`src/rtl/cold_storage_pkg.sv`:
```
// Shared types for the cold-storage controller: compressor FSM states and alarm codes.
package cold_storage_pkg;

    typedef enum logic [1:0] {
        LOCKOUT = 2'd0,
        OFF     = 2'd1,
        ON      = 2'd2
    } comp_state_t;

    localparam logic [1:0] ALM_NONE  = 2'b00;
    localparam logic [1:0] ALM_OTEMP = 2'b01;
    localparam logic [1:0] ALM_HUM   = 2'b10;
    localparam logic [1:0] ALM_FAULT = 2'b11;

    // Fault outranks over-temp, which outranks humidity.
    function automatic logic [1:0] alm_rank(input logic [1:0] code);
        case (code)
            ALM_FAULT: return 2'd3;
            ALM_OTEMP: return 2'd2;
            ALM_HUM:   return 2'd1;
            default:   return 2'd0;
        endcase
    endfunction

endpackage

```
`src/rtl/cold_storage_ctrl_temp_avg4.sv`:
```
// 4-sample moving average of temperature; the first sample after reset fills every slot.
// Output valid the cycle after the sample strobe; no backpressure.
module temp_avg4 (
    input  logic       clk,
    input  logic       rst_n,
    input  logic       sample,
    input  logic [7:0] temp_in,
    output logic [7:0] temp_avg
);

    logic [7:0] hist_q [4];
    logic [9:0] sum_q;
    logic       empty_q;

    always_ff @(posedge clk or negedge rst_n) begin
        if (!rst_n) begin
            for (int i = 0; i < 4; i++) hist_q[i] <= 8'd0;
            sum_q   <= 10'd0;
            empty_q <= 1'b1;
        end else if (sample) begin
            if (empty_q) begin
                for (int i = 0; i < 4; i++) hist_q[i] <= temp_in;
                sum_q   <= {temp_in, 2'b00};
                empty_q <= 1'b0;
            end else begin
                hist_q[0] <= temp_in;
                for (int i = 1; i < 4; i++) hist_q[i] <= hist_q[i-1];
                sum_q <= sum_q + {2'b00, temp_in} - {2'b00, hist_q[3]};
            end
        end
    end

    assign temp_avg = sum_q[9:2];

endmodule

```
`src/rtl/cold_storage_ctrl.sv`:
```
// Compressor relay control with hysteresis and min-off lockout, plus latched alarms.
// temp_avg at S+1, relay at S+2, alarm at S+3; no backpressure (samples are never refused).
module cold_storage_ctrl
    import cold_storage_pkg::*;
#(
    parameter int unsigned  CLK_HZ         = 100_000_000,
    parameter logic [7:0]   TEMP_SET       = 8'd4,
    parameter logic [7:0]   TEMP_HYST      = 8'd2,
    parameter logic [7:0]   TEMP_ALARM     = 8'd8,
    parameter logic [7:0]   HUM_MAX        = 8'd85,
    parameter logic [3:0]   ALARM_COUNT    = 4'd3,
    parameter logic [35:0]  MIN_OFF_CYCLES = 36'd18_000_000_000,
    parameter logic [31:0]  TIMEOUT_CYCLES = 32'd500_000_000
) (
    input  logic       clk,
    input  logic       rst_n,
    input  logic [7:0] humidity,
    input  logic [7:0] temperature,
    input  logic       data_ready,
    input  logic       alarm_ack,
    output logic [7:0] temp_avg,
    output logic       compressor_on,
    output logic       alarm,
    output logic [1:0] alarm_code,
    output logic       sensor_fault
);

    // Timing constants are cycle counts; the clock rate only documents their origin.
    if (CLK_HZ == 0) begin : g_clk_hz_unset
    end

    logic        dr_q, s_q, sample;
    logic [7:0]  hum_q;
    logic [3:0]  otc, hc;
    logic [31:0] tmo_cnt;
    logic        ot_hit, hum_hit, cause_any, warm, cool;
    logic [1:0]  cause_code;
    comp_state_t state_q, state_d;
    logic [35:0] timer_q, timer_d;

    assign sample = data_ready & ~dr_q;

    temp_avg4 u_avg (
        .clk      (clk),
        .rst_n    (rst_n),
        .sample   (sample),
        .temp_in  (temperature),
        .temp_avg (temp_avg)
    );

    always_ff @(posedge clk or negedge rst_n) begin
        if (!rst_n) begin
            dr_q         <= 1'b0;
            s_q          <= 1'b0;
            hum_q        <= 8'd0;
            otc          <= 4'd0;
            hc           <= 4'd0;
            tmo_cnt      <= 32'd0;
            sensor_fault <= 1'b0;
        end else begin
            dr_q <= data_ready;
            s_q  <= sample;
            if (sample) hum_q <= humidity;
            // Counters judge the sample one cycle later, once temp_avg includes it.
            if (s_q) begin
                otc <= (temp_avg >= TEMP_ALARM) ? ((otc == 4'hF) ? otc : otc + 4'd1) : 4'd0;
                hc  <= (hum_q > HUM_MAX)        ? ((hc == 4'hF)  ? hc  : hc + 4'd1)  : 4'd0;
            end
            if (sample) begin
                tmo_cnt      <= 32'd0;
                sensor_fault <= 1'b0;
            end else if (tmo_cnt != TIMEOUT_CYCLES) begin
                tmo_cnt      <= tmo_cnt + 32'd1;
                sensor_fault <= (tmo_cnt + 32'd1 == TIMEOUT_CYCLES);
            end
        end
    end

    assign ot_hit    = (otc >= ALARM_COUNT);
    assign hum_hit   = (hc >= ALARM_COUNT);
    assign cause_any = ot_hit | hum_hit | sensor_fault;

    always_comb begin
        cause_code = ALM_NONE;
        if (hum_hit)      cause_code = ALM_HUM;
        if (ot_hit)       cause_code = ALM_OTEMP;
        if (sensor_fault) cause_code = ALM_FAULT;
    end

    always_ff @(posedge clk or negedge rst_n) begin
        if (!rst_n) begin
            alarm      <= 1'b0;
            alarm_code <= ALM_NONE;
        end else if (cause_any) begin
            alarm <= 1'b1;
            if (alm_rank(cause_code) > alm_rank(alarm_code)) alarm_code <= cause_code;
        end else if (alarm_ack) begin
            alarm      <= 1'b0;
            alarm_code <= ALM_NONE;
        end
    end

    assign warm = ({1'b0, temp_avg} > ({1'b0, TEMP_SET} + {1'b0, TEMP_HYST}));
    assign cool = (temp_avg <= TEMP_SET);

    always_ff @(posedge clk or negedge rst_n) begin
        if (!rst_n) begin
            state_q <= LOCKOUT;
            timer_q <= MIN_OFF_CYCLES;
        end else begin
            state_q <= state_d;
            timer_q <= timer_d;
        end
    end

    always_comb begin
        state_d = state_q;
        timer_d = timer_q;
        case (state_q)
            LOCKOUT: begin
                if (timer_q == 36'd0) state_d = OFF;
                else                  timer_d = timer_q - 36'd1;
            end
            OFF: begin
                if (warm || sensor_fault) state_d = ON;
            end
            ON: begin
                if (cool && !sensor_fault) begin
                    state_d = LOCKOUT;
                    timer_d = MIN_OFF_CYCLES;
                end
            end
            default: begin
                state_d = LOCKOUT;
                timer_d = MIN_OFF_CYCLES;
            end
        endcase
    end

    assign compressor_on = (state_q == ON);

endmodule

```
`config.mk`:
```
export PLATFORM = sky130hd
export DESIGN_NAME = cold_storage_ctrl
export DESIGN_NICKNAME = d
export VERILOG_FILES = /design/src/rtl/cold_storage_pkg.sv /design/src/rtl/cold_storage_ctrl_temp_avg4.sv /design/src/rtl/cold_storage_ctrl.sv
export SDC_FILE = /design/constraint.sdc
export NUM_CORES = 1
export LEC_CHECK = 0
export CAP_MARGIN = 20
export CELL_PAD_IN_SITES_DETAIL_PLACEMENT = 0
export CELL_PAD_IN_SITES_GLOBAL_PLACEMENT = 2
export CORE_MARGIN = 3
export CORE_UTILIZATION = 42
export DETAILED_ROUTE_END_ITERATION = 7
export GPL_TIMING_DRIVEN = 0
export PLACE_DENSITY = 0.85
export SYNTH_ARGS = -nofsm -noshare
export SYNTH_HDL_FRONTEND = slang
export SYNTH_SLANG_ARGS = --single-unit
```
`constraint.sdc`:
```
create_clock -name clk -period 5.45 [get_ports clk]
set_input_delay 1.635 -clock clk [delete_from_list [all_inputs] [get_ports clk]]
set_output_delay 1.635 -clock clk [all_outputs]
set_load 0.005 [all_outputs]
```
Word-level counts from Yosys, hierarchy flattened

Cells that the tools add are included.

Flip-flop bits (word level): 135
Input bits: 20
Output and inout bits: 13
Word-level logic and storage cells: 95

Add/sub/neg operators: 6
Magnitude comparators: 7
Equal/unequal tests: 19
Mux-type cells: 29
Bitwise operators: 5
Reductions and logical operators: 12

Operator list:

| operator                                                                 | number |
|---|---|
| 36-bit case mux with 3 select lines                                      | 1 |
| 36-bit two-way mux                                                       | 2 |
| 32-bit two-way mux                                                       | 2 |
| 36-bit logical NOT                                                       | 1 |
| 36-bit by 1-bit subtractor with 36-bit output (second input constant)    | 1 |
| 32-bit by 1-bit adder with 32-bit output (second input constant)         | 1 |
| 32-bit by 29-bit equality test with 1-bit output (second input constant) | 1 |
| 32-bit by 29-bit != test with 1-bit output (second input constant)       | 1 |
| 24-bit two-way mux                                                       | 1 |
| 2-bit two-way mux                                                        | 11 |
| 2-bit case mux with 3 select lines                                       | 3 |
| 4-bit two-way mux                                                        | 4 |
| 10-bit by 8-bit adder with 10-bit output                                 | 1 |
| 2-bit equality test (second input constant)                              | 5 |
| 10-bit two-way mux                                                       | 1 |
| 2-bit != test (second input constant)                                    | 5 |
| 10-bit by 8-bit subtractor with 10-bit output                            | 1 |
| 4-bit by 1-bit adder with 4-bit output (second input constant)           | 2 |
| 4-bit equality test (second input constant)                              | 2 |
| 4-bit by 2-bit >= comparator with 1-bit output (second input constant)   | 2 |
| 8-bit by 4-bit >= comparator with 1-bit output (second input constant)   | 1 |
| 8-bit by 3-bit > comparator with 1-bit output (second input constant)    | 1 |
| 8-bit by 7-bit > comparator with 1-bit output (second input constant)    | 1 |
| 8-bit by 3-bit <= comparator with 1-bit output (second input constant)   | 1 |
| other kinds (14)                                                         | 26 |

Logic depth before layout (Yosys ltp)

Depth after elaboration: 10
Gate-level depth with buffers: 12
Mapped depth without buffers: 12

Hierarchy

Synthesis repeated with hierarchy kept, for this count alone.

Cell total of the unflattened synthesis: 798
Area, all modules: 7,614.8 um^2

By module, submodules not included:

| module            | times used | cells each | area an instance (um^2) | sequential area each (um^2) |
|---|---|---|---|---|
| cold_storage_ctrl | 1          | 530        | 5,096.1                 | 2,289.7 |
| temp_avg4         | 1          | 268        | 2,518.7                 | 1,077.3 |

Worst setup path after synthesis

Ideal clock, no wire load.

Path kind: in2reg
Start point: input data_ready
End point: register sensor_fault
Library setup time: 0.104 ns
Arrival: 3.761 ns
Required time: 5.346 ns
Setup slack: 1.586 ns
Stages on the path: 8
Buffers on the path: 2
Path through: nand2b_1 clkbuf_1 clkinv_1 or2_1 clkbuf_1 or4_1 or4_1 o41ai_2

Longest elaborated chain between the ends: 2
Elaborated cells on any way between the ends: 3
Those cells by class: 1 x mux; 1 x bitwise; 1 x reduce/logical

Ends and longest elaborated chain:

| what                                                    | line                    | text |
|---|---|---|
| start: declaration                                      | cold_storage_ctrl.sv:19 | `input logic data_ready,` |
| 1-bit AND *                                             | cold_storage_ctrl.sv:41 | `assign sample = data_ready & ~dr_q;` |
| 1-bit two-way mux or 2-bit nonzero test (tied branches) | n/a                     |  |
| end signal: assignment                                  | cold_storage_ctrl.sv:74 | `sensor_fault <= (tmo_cnt + 32'd1 == TIMEOUT_CYCLES);` |
| end: declaration                                        | cold_storage_ctrl.sv:25 | `output logic sensor_fault` |

Every way passes the cells marked *; elsewhere a longest branch is shown, timed or not.
A chain may end at the register's enable or synchronous reset.

Worst setup path after layout

Ends and elaborated chain as after synthesis.

==> results.md <==
- Status: finished, final reports clean
- Min Tclk post-route: 4.39 ns
- Internal: around 2.6 mW
- Postcts setup bufs: 0
- Critical Path Stages: 9
- First-pass GRT wire length: 31700 um
- R2R setup slack: 1.95 ns
- Cell area after synthesis: between 7000 and 8000 um^2
- GR Util met1: 0.280
- Synth Area per Inst: 9.00 um^2
- Core ar.: 17400 um^2
- CTS tree: yes
- Total Wirelength: 18400 um
- Period utilization: 0.805
- Worst r2r src: timer_q[18]$_DFFE_PN0P_
- Sequential-to-total area share from yosys stat: 0.450
- Die area: 19500 um^2
- Drt drc: 0
- Hold Path Class: flip-flop to flip-flop
- Sink Count: 134
- GR Util met2: 0.321
- Sw Ratio: 0.339
- Crit path max-delay family: simple AND/OR/NAND/NOR gates
- CTS max path bufs: 2
- Initial antenna violation count: 0
- N_diodes: 0
- P&R area growth vs syn: 16.5%
- Fin nets: about 930
- CTS Hold Bufs: 0
- Layer with the highest usage: met2
- RePlAce Congestion: 0.846
- CTS Buf Count: 17
- Die height: 139 um
- GRT Total Usage: 0.201
- Post-route insts no fill: about 1100
- Utilization after layout: 0.502
- Setup CP Type: input port to flip-flop
- Post-synth top area cell: dfrtp_1
- Endpoints failing hold: 0
- Hold depth: 2
- Met3 Usage GRT: 0.0450
- Share of the synthesized area in the top cell type: 0.411
- Clk root buf: clkbuf_16
- Via count: 6115
- Placed Cells incl. Taps: 1089
- Fraction of layout instances using a drive strength above 1: 0.0758
- Yosys warning count: 0
- Worst-Margin Slew: between 0.9 and 1 ns
- Grt ovf: 0
- Worst vdd ir: between 200 and 250 uV
- Clk_skew: 0.00838 ns
- Synth area leaders: dfrtp_1, nand2_1, o21ai_0
- Most used DFF post-synth: dfrtp_1
- Max-slew violations: 0
- Hpwl dp: 13100 um
- Post-synth EDFFs: 0
- IO buf count: 31
- Switching power of the nets: 1.32 mW
- Hold path startpoint: u_avg.hist_q[21]$_DFFE_PN0P_
- # setup viols final: 0
- Worst path bufs/invs: 4
- Worst Hold End: u_avg.hist_q[21]$_DFFE_PN0P_
- Worst Path Required: approximately 5.8 ns
- Slowest-stage cell, CP: or4_1
- Rows: 48
- Unrepaired setup endpoints after global routing: no
- Starting DRT DRC Count: between 200 and 300
- CP arrival: 4.71 ns
- Vias in the first global route: 6196
- Gate power share: 0.321
- Clock slew at reported path FFs: ~0.060 ns
- Crit-path max FO: 9
- FMAX: 228 MHz
- FF-to-FF End: timer_q[33]$_DFFE_PN0P_
- Max-slew headroom: 0.353
- Post-synthesis cell type count: 58
- First-pass DRT Iterations: 5
- Max-cap violations: 0
- Clk pwr share: 0.306
- Ys async rst share: 1.00
- Starting density of the core: 0.431
- Drt wl/cell: approximately 16 um
- Clock Latency Late Sink: approximately 0.42 ns
- Largest net degree at the start of global routing: 82
- Detail Route Antenna Nets: 0
- Post-CTS Resized: 0
- Startpoint types: input port
- Critical path capture point type: flip-flop
- Seq pwr share: 0.373
- Slowest stage delay, CP: 0.54 ns
- Via density: 5.45
- H-tree levels: 4
- Post-synthesis cell count: 832
- Pwr/cell area: 447 nW/um^2
- CP cell instances: clkdlybuf4s50_1, nand2b_1, clkbuf_1, clkinv_1, or2_1, clkbuf_1, or4_1, or4_1, o41ai_2
- P_leak: 3.75 nW
- FF+latch count, synth: 134
- FF-to-FF path depth: 7
- Ports: 33
- Synth Net Count: 880
- Chip Width: ~140 um
-- state kept, by name (all words and copies together) (netlist names), 2 cells and up --
signal and count:
hum_q 7, alarm_code 2, hc 4, timer_q 36, state_q 2, tmo_cnt 32
u_avg.sum_q 10, u_avg.hist_q 32, otc 4
-- how the worst max path moves through the flow --
stage               start                  endpoint  slack [ns]
2_1_floorplan  data_ready  sensor_fault$_DFFE_PN0P_        1.59
3_3_place_gp        rst_n    tmo_cnt[3]$_DFFE_PN0P_       -2.71
3_5_place_dp   data_ready  sensor_fault$_DFFE_PN0P_        0.60
4_1_cts        data_ready  sensor_fault$_DFFE_PN0P_        1.03
5_1_grt        data_ready  sensor_fault$_DFFE_PN0P_        0.82
6_report       data_ready  sensor_fault$_DFFE_PN0P_        1.06
-- per-layer routing --
metal	share of wire	wire [um]
met1	0.49	8990
met2	0.47	8600
met3	0.034	627
met4	0.0089	164
met5	0	0
-- power by group through the flow --
stage                     combinational (mW)  sequential, mW  clock [mW]
after floorplan                        0.927            1.41           0
final                                   1.25            1.45        1.19
after global routing                    1.45            1.49        1.27
after detailed placement                1.25            1.46           0
after global placement                  1.21            1.46           0
after CTS                               1.26            1.45        1.22
-- through the flow --
stage / cell area (um^2) / power [mW] / hold WS [ns] / setup TNS [ns] / setup slack (ns)
6_report: 8720 / 3.89 / 0.477 / 0 / 1.06
5_1_grt: 8720 / 4.21 / 0.502 / 0 / 0.815
4_1_cts: 8710 / 3.93 / 0.484 / 0 / 1.03
3_5_place_dp: 8110 / 2.71 / 0.468 / 0 / 0.596
3_3_place_gp: 8080 / 2.66 / 0.461 / -342.57 / -2.71
2_1_floorplan: 7480 / 2.34 / 0.439 / 0 / 1.59
-- cell usage in the layout, fill, tap and decap left out, types with 6 or more instances in the layout --
| master | instances |
|---|---|
| nor4_1 | 11 |
| nand2b_1 | 6 |
| xor2_1 | 26 |
| nor3_1 | 28 |
| inv_1 | 46 |
| or3_1 | 12 |
| a21oi_1 | 32 |
| dfrtp_1 | 123 |
| nand2_1 | 115 |
| or4_1 | 9 |
| nand4_1 | 15 |
| dfstp_2 | 11 |
| and3_1 | 8 |
| fa_1 | 8 |
| ha_1 | 20 |
| a21o_1 | 8 |
| nand3_1 | 30 |
| o21ai_0 | 85 |
| clkbuf_16 | 17 |
| buf_4 | 11 |
| o21ai_1 | 10 |
| nor2_1 | 62 |
| xnor2_1 | 20 |
| mux2i_1 | 27 |
| clkbuf_1 | 28 |
| clkdlybuf4s50_1 | 30 |
-- worst reg2reg max path: cells and delay by family, from the launching register on --
kind	cells	cell delay, ns
simple gates	5	2.35
buf+inv	1	0.46
flops	1	0.41
compound gates	1	0.21
-- synthesized netlist by cell type, drive strengths merged, types with 2 or more instances --
master,number
nor4b,4
nand2,115
and2,5
and4,3
clkbuf,27
o41ai,5
nand3,30
buf,19
nor2,62
xnor2,20
and3,8
or4,9
mux2,2
dfrtp,123
xor2,26
nor3b,5
dfstp,11
o211ai,5
inv,46
o21ai,95
a21oi,32
ha,20
nor2b,5
mux2i,27
nor4,12
a21o,8
fa,8
nand4,17
nand3b,2
a31oi,3
o21a,2
a21boi,3
or3,13
nand2b,6
a211oi,5
nor3,28
or2,5
nor4bb,2
o31ai,4
-- logic make-up after synthesis --
kind of cell               share of synthesized area
AOI/OAI and AO/OA                              0.130
xor gates and xnor gates                      0.0538
adders and majority gates                     0.0548
buffers and inverters                         0.0527
DFF                                            0.450
muxes                                         0.0391
and+or+nand+nor                                0.219
-- area by class of cell --
class / count / area, um^2
flip-flops and latches: 134 / 3370
inverters: 47 / 176
repair buffers: 33 / 344
plain buffers: 46 / 218
clock buffers: 20 / 457
clock inverters: 12 / 153
fillers: 1664 / 8640
multi-input cells: 605 / 3720
well taps: 225 / 282
Power figures use the tool's default switching activity.
